[config.mk]
export PLATFORM = sky130hd
export DESIGN_NAME = hilo_muldiv_unit
export DESIGN_NICKNAME = d
export VERILOG_FILES = /design/src/rtl/hilo_muldiv_unit.sv
export SDC_FILE = /design/constraint.sdc
export NUM_CORES = 1
export LEC_CHECK = 0
export CORE_UTILIZATION = 60
export CTS_CLUSTER_SIZE = 25
export DETAILED_ROUTE_END_ITERATION = 10
export PLACE_DENSITY = 0.88
export SLEW_MARGIN = 20
export SYNTH_ARGS = -nofsm -noshare
export SYNTH_HDL_FRONTEND = slang
export SYNTH_SLANG_ARGS = --single-unit
[constraint.sdc]
create_clock -name clk -period 9.7 [get_ports clk]
set_input_delay 1.94 -clock clk [delete_from_list [all_inputs] [get_ports clk]]
set_output_delay 1.94 -clock clk [all_outputs]
set_load 0.02 [all_outputs]
[src/rtl/hilo_muldiv_unit.sv]
// Multi-cycle multiply/divide engine with the architectural HI/LO register pair.
// Serial shift-add multiply and restoring divide, one result bit per cycle.
module hilo_muldiv_unit #(
  parameter int unsigned WIDTH = 32
) (
  input  logic             clk,
  input  logic             rst_n,
  input  logic             start,
  input  logic [3:0]       op,
  input  logic [WIDTH-1:0] a,
  input  logic [WIDTH-1:0] b,
  input  logic             hi_we,
  input  logic             lo_we,
  input  logic [WIDTH-1:0] wdata,
  output logic             busy,
  output logic             done,
  output logic             div_zero,
  output logic [WIDTH-1:0] hi,
  output logic [WIDTH-1:0] lo
);

  localparam int unsigned CW = $clog2(WIDTH + 1);

  typedef enum logic [1:0] {S_IDLE, S_PREP, S_ITER, S_FIX} state_e;

  state_e             state_q, state_d;
  logic               is_div_q, is_uns_q, dz_q, neg_lo_q, neg_hi_q;
  logic               done_q, div_zero_q;
  logic [WIDTH-1:0]   a_q, b_q, opnd_q, hi_q, lo_q;
  logic [2*WIDTH-1:0] acc_q;
  logic [CW-1:0]      cnt_q;

  logic               launch, a_neg, b_neg, b_zero_div;
  logic [WIDTH-1:0]   a_mag, b_mag, res_hi, res_lo;
  logic [WIDTH:0]     mul_sum, div_rem, div_diff;
  logic [2*WIDTH-1:0] mul_next, div_next, prod_fix;

  assign busy     = (state_q != S_IDLE);
  assign done     = done_q;
  assign div_zero = div_zero_q;
  assign hi       = hi_q;
  assign lo       = lo_q;

  always_comb begin
    launch     = (state_q == S_IDLE) && start && (op[3:2] == 2'b11);
    a_neg      = !is_uns_q && a_q[WIDTH-1];
    b_neg      = !is_uns_q && b_q[WIDTH-1];
    a_mag      = a_neg ? (~a_q + 1'b1) : a_q;
    b_mag      = b_neg ? (~b_q + 1'b1) : b_q;
    b_zero_div = is_div_q && (b_q == '0);

    // Multiply: acc = {partial product, remaining multiplier bits}, shifting right.
    mul_sum  = {1'b0, acc_q[2*WIDTH-1:WIDTH]} + (acc_q[0] ? {1'b0, opnd_q} : '0);
    mul_next = {mul_sum, acc_q[WIDTH-1:1]};

    // Divide: acc = {remainder, dividend/quotient bits}, shifting left; diff MSB is the borrow.
    div_rem  = acc_q[2*WIDTH-1:WIDTH-1];
    div_diff = div_rem - {1'b0, opnd_q};
    div_next = div_diff[WIDTH] ? {div_rem[WIDTH-1:0], acc_q[WIDTH-2:0], 1'b0}
                               : {div_diff[WIDTH-1:0], acc_q[WIDTH-2:0], 1'b1};

    prod_fix = neg_lo_q ? (~acc_q + 1'b1) : acc_q;
    if (dz_q) begin
      res_hi = a_q;
      res_lo = '1;
    end else if (is_div_q) begin
      res_hi = neg_hi_q ? (~acc_q[2*WIDTH-1:WIDTH] + 1'b1) : acc_q[2*WIDTH-1:WIDTH];
      res_lo = neg_lo_q ? (~acc_q[WIDTH-1:0] + 1'b1) : acc_q[WIDTH-1:0];
    end else begin
      res_hi = prod_fix[2*WIDTH-1:WIDTH];
      res_lo = prod_fix[WIDTH-1:0];
    end
  end

  always_comb begin
    state_d = state_q;
    case (state_q)
      S_IDLE: if (launch) state_d = S_PREP;
      S_PREP: state_d = b_zero_div ? S_FIX : S_ITER;
      S_ITER: if (cnt_q == CW'(1)) state_d = S_FIX;
      S_FIX:  state_d = S_IDLE;
      default: state_d = S_IDLE;
    endcase
  end

  always_ff @(posedge clk or negedge rst_n) begin
    if (!rst_n) begin
      state_q <= S_IDLE;
    end else begin
      state_q <= state_d;
    end
  end

  always_ff @(posedge clk or negedge rst_n) begin
    if (!rst_n) begin
      is_div_q   <= 1'b0;
      is_uns_q   <= 1'b0;
      dz_q       <= 1'b0;
      neg_lo_q   <= 1'b0;
      neg_hi_q   <= 1'b0;
      done_q     <= 1'b0;
      div_zero_q <= 1'b0;
      a_q        <= '0;
      b_q        <= '0;
      opnd_q     <= '0;
      hi_q       <= '0;
      lo_q       <= '0;
      acc_q      <= '0;
      cnt_q      <= '0;
    end else begin
      done_q <= (state_q == S_FIX);
      case (state_q)
        S_IDLE: begin
          if (launch) begin
            a_q        <= a;
            b_q        <= b;
            is_div_q   <= op[1];
            is_uns_q   <= op[0];
            dz_q       <= 1'b0;
            div_zero_q <= 1'b0;
          end
        end
        S_PREP: begin
          dz_q     <= b_zero_div;
          neg_lo_q <= a_neg ^ b_neg;
          neg_hi_q <= a_neg;
          cnt_q    <= CW'(WIDTH);
          if (is_div_q) begin
            acc_q  <= {{WIDTH{1'b0}}, a_mag};
            opnd_q <= b_mag;
          end else begin
            acc_q  <= {{WIDTH{1'b0}}, b_mag};
            opnd_q <= a_mag;
          end
        end
        S_ITER: begin
          acc_q <= is_div_q ? div_next : mul_next;
          cnt_q <= cnt_q - CW'(1);
        end
        S_FIX: begin
          hi_q <= res_hi;
          lo_q <= res_lo;
          if (dz_q) div_zero_q <= 1'b1;
        end
        default: ;
      endcase
      // mthi/mtlo land only while idle; an accepted start on the same edge does not block them.
      if (state_q == S_IDLE) begin
        if (hi_we) hi_q <= wdata;
        if (lo_we) lo_q <= wdata;
      end
    end
  end

endmodule

# Word level (Yosys, flattened, before mapping)
# Cells that the tools add are included.
# op_classes
n_bitwise	6
n_div	0
n_eq_ne	8
shifts	0
muxes	30
mul	0
reduce_logical	16
addsub	8
magnitude_cmp	0
# op_table
cell	n
32-bit 2-to-1 mux	17
64-bit 2-to-1 mux	3
32-bit by 1-bit adder with 32-bit output (second input constant)	4
32-bit NOT	4
64-bit one-hot mux with 2 select lines	1
64-bit by 1-bit adder with 64-bit output (second input constant)	1
64-bit NOT	1
32-bit by 32-bit adder with 33-bit output	1
33-bit by 32-bit subtractor with 33-bit output	1
32-bit logical NOT	1
6-bit one-hot mux with 2 select lines	1
2-bit one-hot mux with 4 select lines	1
2-bit nonzero test	4
2-bit equality test (second input constant)	3
6-bit by 1-bit equality test with 1-bit output (second input constant)	1
2-bit inequality test (second input constant)	3
2-bit AND reduction	3
6-bit by 1-bit subtractor with 6-bit output (second input constant)	1
1-bit logical AND	5
2-bit 2-to-1 mux	2
1-bit one-hot mux with 2 select lines	2
1-bit 2-to-1 mux	3
3-bit AND reduction	1
2-bit by 1-bit equality test with 1-bit output (second input constant)	1
3 further kinds	3
# totals
out_inout_bits	67
n_memories	0
regBits	239
ramBits	0
in_bits	105
word_cells	83
latchBits	0
rom_bits	0

# Logic depth before layout (Yosys ltp)
# Gate-level depths: netlist of the first run.
# depth
depth_word	8
depth_mapped	14
ltp_nobuf	14

# Worst setup path before layout of the first run
# Ideal clock, no wire load.
# synth_timing
kind	flip-flop to flip-flop
start	register acc_q[36]
end	register acc_q[63]
synth_period_minus_slack_ns	3.378
path_buffers	2
arrival_time_ns	3.253
path_stages_with_launch	13
path_slack_ns	6.322
setup_ns	0.125
path_cell_list	dfrtp_1 > ha_1 > a21o_1 > a211o_1 > o21a_1 > o311a_1 > o211a_1 > a211oi_2 > buf_2 > clkbuf_1 > nand4_1 > mux2i_1 > nor2_1
# synth_via
elab_chain_cells	4
word_cells_on_any_way	5
classes_between	add/sub: 2; mux: 3
# synth_rtl
item	line	source
start: declaration	30	logic [2*WIDTH-1:0] acc_q;
start signal: assignment	129	acc_q <= {{WIDTH{1'b0}}, a_mag};
start signal: assignment	132	acc_q <= {{WIDTH{1'b0}}, b_mag};
start signal: assignment	137	acc_q <= is_div_q ? div_next : mul_next;
33-bit by 32-bit subtractor with 33-bit output	58	div_diff = div_rem - {1'b0, opnd_q};
64-bit 2-to-1 mux	59	div_next = div_diff[WIDTH] ? {div_rem[WIDTH-1:0], acc_q[WIDTH-2:0], 1'b0}
64-bit 2-to-1 mux (*)	137	
64-bit one-hot mux with 2 select lines (*)	112	case (state_q)
# Every way passes the cells marked *; elsewhere a longest branch is shown, timed or not.
# A chain may end at the register's enable or synchronous reset.

# Worst setup path after layout of the first run
# layout_timing
start	register state_q[1]
end	output busy
# layout_via
elab_chain_cells	1
# layout_rtl
item	line	source
start: declaration	26	state_e state_q, state_d;
start signal: assignment	90	state_q <= state_d;
2-bit nonzero test	38	assign busy = (state_q != S_IDLE);
end: declaration	15	output logic busy,
# No other way between the ends.

==> impl_metrics.tcl, run 1 <==
set metrics [dict create \
    clk_pin_slew_worst_paths_ns 0.06 \
    syn_nets 2233 \
    antenna_found_initial 3 \
    clkLatencyLatePin_ns 0.56 \
    ctsHtreeMaxLevel 1 \
    cts_tree "done" \
    ant_nets 0 \
    layout.nets 2328 \
    num_vias 17200 \
    synthCells 2051 \
    track_usage 0.399 \
    path_class "register to output port" \
    cp.arrival_ns 2.32 \
    synth_top_flop_cell "dfrtp_1" \
    syn_avg_cell_area_um2 8.58 \
    slew_headroom 0.298 \
    io_buffer_count 171 \
    die-area_um2 30000 \
    die_y_um 173 \
    numCtsBuffers 27 \
    grt_pass1_vias 16600 \
    synth_top_area_share 0.340 \
    async_flop_share 1.00 \
    hold_viol 0 \
    grt_max_degree 96 \
    yosysWarnings 0 \
    setup_violations 0 \
    drt_pass1_iterations 8 \
    status "completed" \
    syn_to_final_growth_pct 16.5 \
    wirelength_um 60500 \
    drive_gt1_frac 0.0835 \
    setup_ws_ns 5.44 \
    cts_root_buf "clkbuf_16" \
    grt_pass1_wl_um 93800 \
    first_iter_violations 2254 \
    p_leak_uw 0.00872 \
    grt_overflow_total 0 \
    worstHoldPathType "register to register" \
    gp_congestion 1.04 \
    start_util 0.611 \
    pre_cts_slack_ns 5.82 \
    whs_ns 0.540 \
    yosysUniqueCellTypes 75 \
    synth-seq-cells 239 \
    core_area_um2 28800 \
    fin_crit_ns 4.26 \
    finalClockSkew_ns 0.0156 \
    synth.most_common_cell "dfrtp_1" \
    netlist_area_um2 17600 \
    synth_commonest_cells "dfrtp_1, nand2_1, o21ai_0" \
    dpl.hpwl_um 42500 \
    finalPower_uw 8980 \
    grt_setup_unrepaired "no" \
    postCtsSetupBuffers 0 \
    die_w_um 173 \
    synth_area_leaders "dfrtp_1, xnor2_1, o21ai_0" \
    hold_buffers 0 \
    end_kind "output port" \
    crit_path_max_fanout 8 \
    cap_violations 0 \
    max_freq_mhz 234 \
    drc 0 \
    cts_sinks 239 \
    finalMaxSlewViolations 0 \
    cp-start-kind "register" \
    ir_drop_v 0.000331 \
    ys_seq_area_frac 0.340 \
    powerDensity_nw_per_um2 438 \
    routed_via_density 6.74 \
    io_pins 172 \
    postCtsResizedCells 0 \
    yosys.area.top_type "dfrtp_1" \
    cp.required_ns 7.76 \
    synth_edf_count 0 \
    cts_buffer_depth 3 \
    post_drt_wl_per_cell_um 23.7 \
    finalSetupTns_ns 0 \
    fp-row-count 62 \
    worst_pin_slew_ns 1.05 \
    fin_crit_sh 0.440 \
]
==> critical path, stage by stage, from the launching register on <==
cell             delay [ns]
dfrtp_1                0.45
inv_1                  0.14
ha_1                   0.54
inv_1                  0.09
clkdlybuf4s50_1        0.55
==> layout by cell type, fill, tap and decap left out, types with 8 or more instances in the layout <==
cell / instances
xor2_1: 52
inv_1: 75
or4_1: 12
buf_4: 18
mux2_2: 78
mux4_2: 8
clkdlybuf4s50_1: 170
nand2_1: 210
nand4_1: 14
o21a_1: 8
nor3b_1: 9
o41ai_1: 11
ha_1: 73
a21oi_1: 110
o21ai_1: 10
a21o_1: 30
dfrtp_1: 237
clkbuf_16: 27
o21ai_0: 198
nor3_1: 48
a31oi_1: 14
nand2b_1: 25
nor4_1: 11
nor2b_1: 8
o211ai_1: 32
a221o_1: 14
o211a_1: 15
or3_1: 23
nor2_1: 189
o221ai_1: 14
o31ai_1: 25
a211oi_1: 25
xnor2_1: 121
mux2i_1: 63
o22ai_1: 32
nand3_1: 26
==> cell families after synthesis <==
kind of cell    synth area share
xor+xnor                  0.0861
simple gates               0.160
mux                       0.0960
flops                      0.340
buf+inv                   0.0436
fa+ha+maj                 0.0556
compound gates             0.218
==> metrics by stage <==
stage | std cells | util | instance area [µm²]
finish | 2553 | 0.712 | 20500
global route | 2551 | 0.712 | 20500
CTS | 2550 | 0.710 | 20400
floorplan | 2051 | - | 17600
detailed placement | 2500 | 0.676 | 19500
global placement | 2500 | 0.676 | 19500
==> worst paths after layout <==
path                                        startpoint                   end  slack (ns)  cells after the start
max in group asynchronous                        rst_n  is_div_q$_DFFE_PN0P_        6.67                      2
worst min-delay path              cnt_q[4]$_DFFE_PN0P_  cnt_q[4]$_DFFE_PN0P_        0.54                      1
min in group asynchronous                        rst_n  cnt_q[0]$_DFFE_PN0P_        1.41                      1
worst max-delay path            state_q[1]$_DFFE_PN0P_                  busy        5.44                      4
worst max register to register    acc_q[0]$_DFFE_PN0P_      hi[24]$_DFF_PN0_        5.69                     12
worst min register to register    cnt_q[4]$_DFFE_PN0P_  cnt_q[4]$_DFFE_PN0P_        0.54                      1
==> cell type report <==
cell class,count,area [µm²]
Sequential cell,239,5990
Fill cell,2192,8300
Clock buffer,31,701
Antenna cell,2,5.00
Clock inverter,19,274
Inverter,78,293
Multi-Input combinational cell,1610,10900
Tap cell,384,480
Timing Repair Buffer,190,1880
==> state kept, by name, summed over array words and instances, names as in the netlist <==
register  count
a_q          32
acc_q        64
b_q          32
cnt_q         6
div_zero      1
done          1
dz_q          1
hi           32
is_div_q      1
is_uns_q      1
lo           32
neg_hi_q      1
neg_lo_q      1
opnd_q       32
state_q       2
==> power by group <==
group | switching, µW | internal [µW] | total [µW]
clock network | 456 | 683 | 1140
logic | 3460 | 2220 | 5680
registers | 673 | 1480 | 2150
==> routing by layer <==
layer / track usage / share of wire / vias up
met4: 0.213 / 0.060 / 2
met3: 0.0809 / 0.098 / 259
met2: 0.644 / 0.46 / 1066
li1: - / - / 7608
met1: 0.506 / 0.38 / 8281
met5: 0 / 0.00025 / -
Note: power is estimated with default switching activity, not from simulation.
==> run 2: changes to the inputs <==
--- a/config.mk
+++ b/config.mk
@@ -5,10 +5,10 @@
 export SDC_FILE = /design/constraint.sdc
 export NUM_CORES = 1
 export LEC_CHECK = 0
-export CORE_UTILIZATION = 60
+export CORE_UTILIZATION = 59
 export CTS_CLUSTER_SIZE = 25
 export DETAILED_ROUTE_END_ITERATION = 10
-export PLACE_DENSITY = 0.88
+export PLACE_DENSITY = 0.87
 export SLEW_MARGIN = 20
 export SYNTH_ARGS = -nofsm -noshare
 export SYNTH_HDL_FRONTEND = slang
==> constraint.sdc (replaced) <==
create_clock -name clk -period 4 [get_ports clk]
set_input_delay 0.8 -clock clk [delete_from_list [all_inputs] [get_ports clk]]
set_output_delay 0.8 -clock clk [all_outputs]
set_load 0.02 [all_outputs]
==> impl_metrics.tcl, run 2 (synthesized netlist as in run 1, its figures left out) <==
set metrics [dict create \
    ir_drop_v 0.000608 \
    die_w_um 175 \
    status "completed" \
    cp.arrival_ns 4.20 \
    grt_overflow_total 0 \
    ant_nets 0 \
    dpl.hpwl_um 45500 \
    setup_violations 0 \
    layout.nets 2363 \
    track_usage 0.398 \
    drc 0 \
    clkLatencyLatePin_ns 0.56 \
    fin_area_um2 20800 \
    largest_register_ffs 64 \
    io_buffer_count 171 \
    die-area_um2 30500 \
    post_drt_wl_per_cell_um 23.8 \
    stdcell_count 2587 \
    core_area_um2 29000 \
    fin_crit_ns 3.77 \
    cap_violations 0 \
    antenna_found_initial 2 \
    p_leak_uw 0.00890 \
    die_y_um 175 \
    path_class "register to register" \
    worst_pin_slew_ns 1.16 \
    cp_slowest_cell "or4_4" \
    crit_chain "or4_4, or4_4, or4_4, or2_1, nand2_2, o21ai_0, xnor2_1, o211ai_1, o21ai_0, o21ai_0" \
    drt_pass1_iterations 7 \
    hold_viol 0 \
    wirelength_um 61600 \
    crit_path_max_fanout 9 \
    start_util 0.606 \
    cp-start-kind "register" \
    max_stage_delay_ns 0.59 \
    cts_tree "done" \
    powerDensity_nw_per_um2 1060 \
    finalClockSkew_ns 0.0172 \
    reg2reg_depth 10 \
    postCtsSetupBuffers 0 \
    postPlaceCellArea_um2 19800 \
    layout_common_cells "dfrtp_1, nand2_1, o21ai_0, nor2_1, clkdlybuf4s50_1" \
    numCtsBuffers 27 \
    max_freq_mhz 266 \
    postCtsResizedCells 0 \
    num_vias 17300 \
    io_pins 172 \
    cts_buffer_depth 3 \
    cts_sinks 239 \
    grt_pass1_wl_um 94200 \
    grt_setup_unrepaired "no" \
    cp.required_ns 4.44 \
    grt_pass1_vias 16700 \
    finalMaxSlewViolations 0 \
    drive_gt1_frac 0.0995 \
    regMostFlops "acc_q" \
    routed_via_density 6.68 \
    first_iter_violations 1999 \
    hold_buffers 0 \
    syn_to_final_growth_pct 18.1 \
    clk_pin_slew_worst_paths_ns 0.07 \
    fp-row-count 62 \
    ctsHtreeMaxLevel 1 \
    worstHoldPathType "primary input to asynchronous set/reset pin" \
    fin_crit_sh 0.941 \
    grt_max_degree 91 \
    end_kind "register" \
    cts_root_buf "clkbuf_16" \
    gp_congestion 1.03 \
    slew_headroom 0.219 \
    finalSetupTns_ns 0 \
    dp_cells 2536 \
    layout_commonest_cell "dfrtp_1" \
]
[run 2: critical path, delay by kind of cell (launching register included)]
kind	cells	cell delay, ns
AOI/OAI and AO/OA	4	0.52
xor gates and xnor gates	1	0.33
and+or+nand+nor	5	2.38
DFF	1	0.44
[run 2: area by class of cell]
cell class / instances / area (µm²)
inverter: 78 / 297
sequential: 239 / 5990
multi-input combinational: 1610 / 10900
timing repair buffer: 225 / 2180
clock buffer: 33 / 748
clock inverter: 17 / 215
fill: 2183 / 8240
tap: 384 / 480
antenna: 1 / 2.50
[run 2: path summary, 6_finish.rpt]
check	slack (ns)	to	from
max in group asynchronous	2.72	a_q[23]$_DFFE_PN0P_	rst_n
worst min-delay path	0.22	state_q[1]$_DFFE_PN0P_	rst_n
min in group clk	0.55	opnd_q[23]$_DFFE_PN0P_	opnd_q[23]$_DFFE_PN0P_
worst min register to register	0.55	opnd_q[23]$_DFFE_PN0P_	opnd_q[23]$_DFFE_PN0P_
worst max register to register	0.23	hi[27]$_DFF_PN0_	acc_q[13]$_DFFE_PN0P_
worst max-delay path	0.23	hi[27]$_DFF_PN0_	acc_q[13]$_DFFE_PN0P_
[run 2: stage by stage]
step                hold WS (ns)  setup WS, ns  power, µW   util
floorplan                  0.500         0.622      14100      -
global placement           0.521         0.401      18400  0.683
detailed placement         0.533         0.193      18800  0.683
CTS                        0.270         0.198      21600  0.716
global route               0.291       0.00649      23200  0.716
finish                     0.222         0.234      22000  0.716
[run 2: power breakdown]
group          internal, µW  total, µW  switching (µW)
Clock                  1600       2690            1100
Sequential             3590       5020            1430
Combinational          5640      14300            8680
[run 2: routing by layer]
metal / vias to the layer above / track usage / part of all wire
li1: 7671 / - / -
met4: 2 / 0.212 / 0.059
met3: 219 / 0.0640 / 0.10
met1: 8269 / 0.508 / 0.37
met2: 1128 / 0.650 / 0.47
met5: - / 0 / 0.00021
==> run 3: changes to the inputs <==
--- a/config.mk
+++ b/config.mk
@@ -9,6 +9,7 @@
 export CTS_CLUSTER_SIZE = 25
 export DETAILED_ROUTE_END_ITERATION = 10
 export PLACE_DENSITY = 0.87
+export RECOVER_POWER = 50
 export SLEW_MARGIN = 20
 export SYNTH_ARGS = -nofsm -noshare
 export SYNTH_HDL_FRONTEND = slang
==> impl_metrics.tcl, run 3 (synthesized netlist as in run 1, its figures left out) <==
set metrics [dict create \
    fin_crit_sh 0.932 \
    crit_chain "inv_1, ha_1, fa_1, nand2b_1, a21oi_1, o21a_1, o311a_1, o21ai_0, a211oi_4, buf_4, inv_1, or3_1, mux2i_1, nor2_1" \
    clkLatencyLatePin_ns 0.56 \
    grt_max_degree 91 \
    gp_congestion 1.03 \
    cp.required_ns 4.45 \
    grt.met2_usage 0.650 \
    p_leak_uw 0.00890 \
    hold_viol 0 \
    io_buffer_count 171 \
    swShare 0.510 \
    hp-start "opnd_q[23]$_DFFE_PN0P_" \
    worstHoldPathType "register to register" \
    grt.busiest_layer "met2" \
    hold_end "opnd_q[23]$_DFFE_PN0P_" \
    drc 0 \
    finalMaxSlewViolations 158 \
    cts_sinks 239 \
    regToRegSetupSlack_ns 0.27 \
    path_class "register to register" \
    violations "max-capacitance violations, max-slew violations" \
    post_drt_wl_per_cell_um 23.8 \
    setup_violations 0 \
    layout_commonest_cell "dfrtp_1" \
    timing.rr.start "acc_q[31]$_DFFE_PN0P_" \
    finalClockSkew_ns 0.0148 \
    grt_overflow_total 0 \
    ant_nets 0 \
    clk_pin_slew_worst_paths_ns 0.06 \
    r2r_end "acc_q[63]$_DFFE_PN0P_" \
    power.share.combinational 0.649 \
    regMostFlops "acc_q" \
    globalRouteMet3Util 0.0640 \
    start_util 0.606 \
    dpl.hpwl_um 45500 \
    use_met1 0.508 \
    first_iter_violations 1986 \
    finalPower_uw 22000 \
    utilization 0.715 \
    ctsHtreeMaxLevel 1 \
    wirelength_um 61500 \
    io_pins 172 \
    track_usage 0.398 \
    postCtsSetupBuffers 0 \
    end_kind "register" \
    num-fill-cells 2191 \
    fp-row-count 62 \
    max_freq_mhz 268 \
    postPlaceCellArea_um2 19800 \
    fin_area_um2 20700 \
    routed_via_density 6.71 \
    postCtsResizedCells 0 \
    ir_drop_v 0.000615 \
    cp_slowest_cell "dfrtp_1" \
    grt_setup_unrepaired "no" \
    drt_pass1_iterations 8 \
    reg2reg_depth 14 \
    syn_to_final_growth_pct 17.9 \
    antenna_found_initial 2 \
    powerDensity_nw_per_um2 1060 \
    die-area_um2 30500 \
    cap_violations 3 \
    p_clk_frac 0.123 \
    grt_pass1_vias 16700 \
    cts_buffer_depth 3 \
    grt_pass1_wl_um 94200 \
    max_stage_delay_ns 0.42 \
    layout_common_cells "dfrtp_1, nand2_1, o21ai_0, nor2_1, clkdlybuf4s50_1" \
    layout.nets 2363 \
    hold_buffers 0 \
    fin_crit_ns 3.73 \
    crit_buf_inv 3 \
    crit_path_max_fanout 16 \
    drive_gt1_frac 0.0967 \
    numCtsBuffers 27 \
    die_y_um 175 \
    slew_headroom -0.644 \
    p_switching_uw 11200 \
    finalSetupTns_ns 0 \
    p_int_uw 10800 \
    cp.arrival_ns 4.17 \
    worst_pin_slew_ns 2.47 \
    die_w_um 175 \
    core_area_um2 29000 \
    path_delay_family "compound AO/OA/AOI/OAI gates" \
    largest_register_ffs 64 \
    cp-start-kind "register" \
    cts_root_buf "clkbuf_16" \
    cts_tree "done" \
    min_delay_path_depth 2 \
    num_vias 17400 \
    cpMostUsedCell "inv_1" \
    seqPwrFrac 0.228 \
    status "finished with violations" \
]
## run 3: stage by stage
step | cells | setup slack, ns | hold slack [ns]
final | 2587 | 0.271 | 0.552
after floorplan | 2051 | 0.622 | 0.500
after detailed placement | 2536 | 0.193 | 0.533
after CTS | 2586 | 0.198 | 0.270
after global placement | 2536 | 0.401 | 0.521
after global routing | 2587 | 0.00653 | 0.575
## run 3: worst max path at each step
| stage | start | to | cells past startpoint |
|---|---|---|---|
| 3_3_place_gp | acc_q[13]$_DFFE_PN0P_ | hi[31]$_DFF_PN0_ | 10 |
| 6_report | acc_q[31]$_DFFE_PN0P_ | acc_q[63]$_DFFE_PN0P_ | 14 |
| 2_1_floorplan | acc_q[36]$_DFFE_PN0P_ | acc_q[63]$_DFFE_PN0P_ | 12 |
| 5_1_grt | acc_q[31]$_DFFE_PN0P_ | acc_q[35]$_DFFE_PN0P_ | 14 |
| 4_1_cts | acc_q[0]$_DFFE_PN0P_ | acc_q[58]$_DFFE_PN0P_ | 13 |
| 3_5_place_dp | acc_q[0]$_DFFE_PN0P_ | acc_q[58]$_DFFE_PN0P_ | 13 |
## run 3: layer usage
layer,routed length (µm),vias up
li1,-,7668
met1,23400,8297
met2,28300,1137
met3,5890,263
met4,3940,2
met5,19,-
## run 3: final cells by class
type	instances	area, µm²	share of cell area
well taps	384	480	0.0232
clock buffers	33	748	0.0361
diodes	1	2.50	0.000121
repair buffers	225	2160	0.104
inverters	78	297	0.0143
multi-input cells	1610	10900	0.523
clock inverters	17	215	0.0104
flip-flops and latches	239	5990	0.289
## run 3: power by group through the flow
| stage | Sequential, µW | Clock (µW) | Combinational [µW] |
|---|---|---|---|
| after floorplan | 4880 | 0 | 9210 |
| after global placement | 4900 | 0 | 13500 |
| after detailed placement | 4970 | 0 | 13800 |
| after CTS | 4950 | 2710 | 13900 |
| after global routing | 5110 | 2800 | 15200 |
| final | 5020 | 2700 | 14300 |
## run 3: tightest hold or removal path, stage by stage (launching register included)
cell	delay (ns)
dfrtp_1	0.32
inv_1	0.06
o21ai_0	0.14
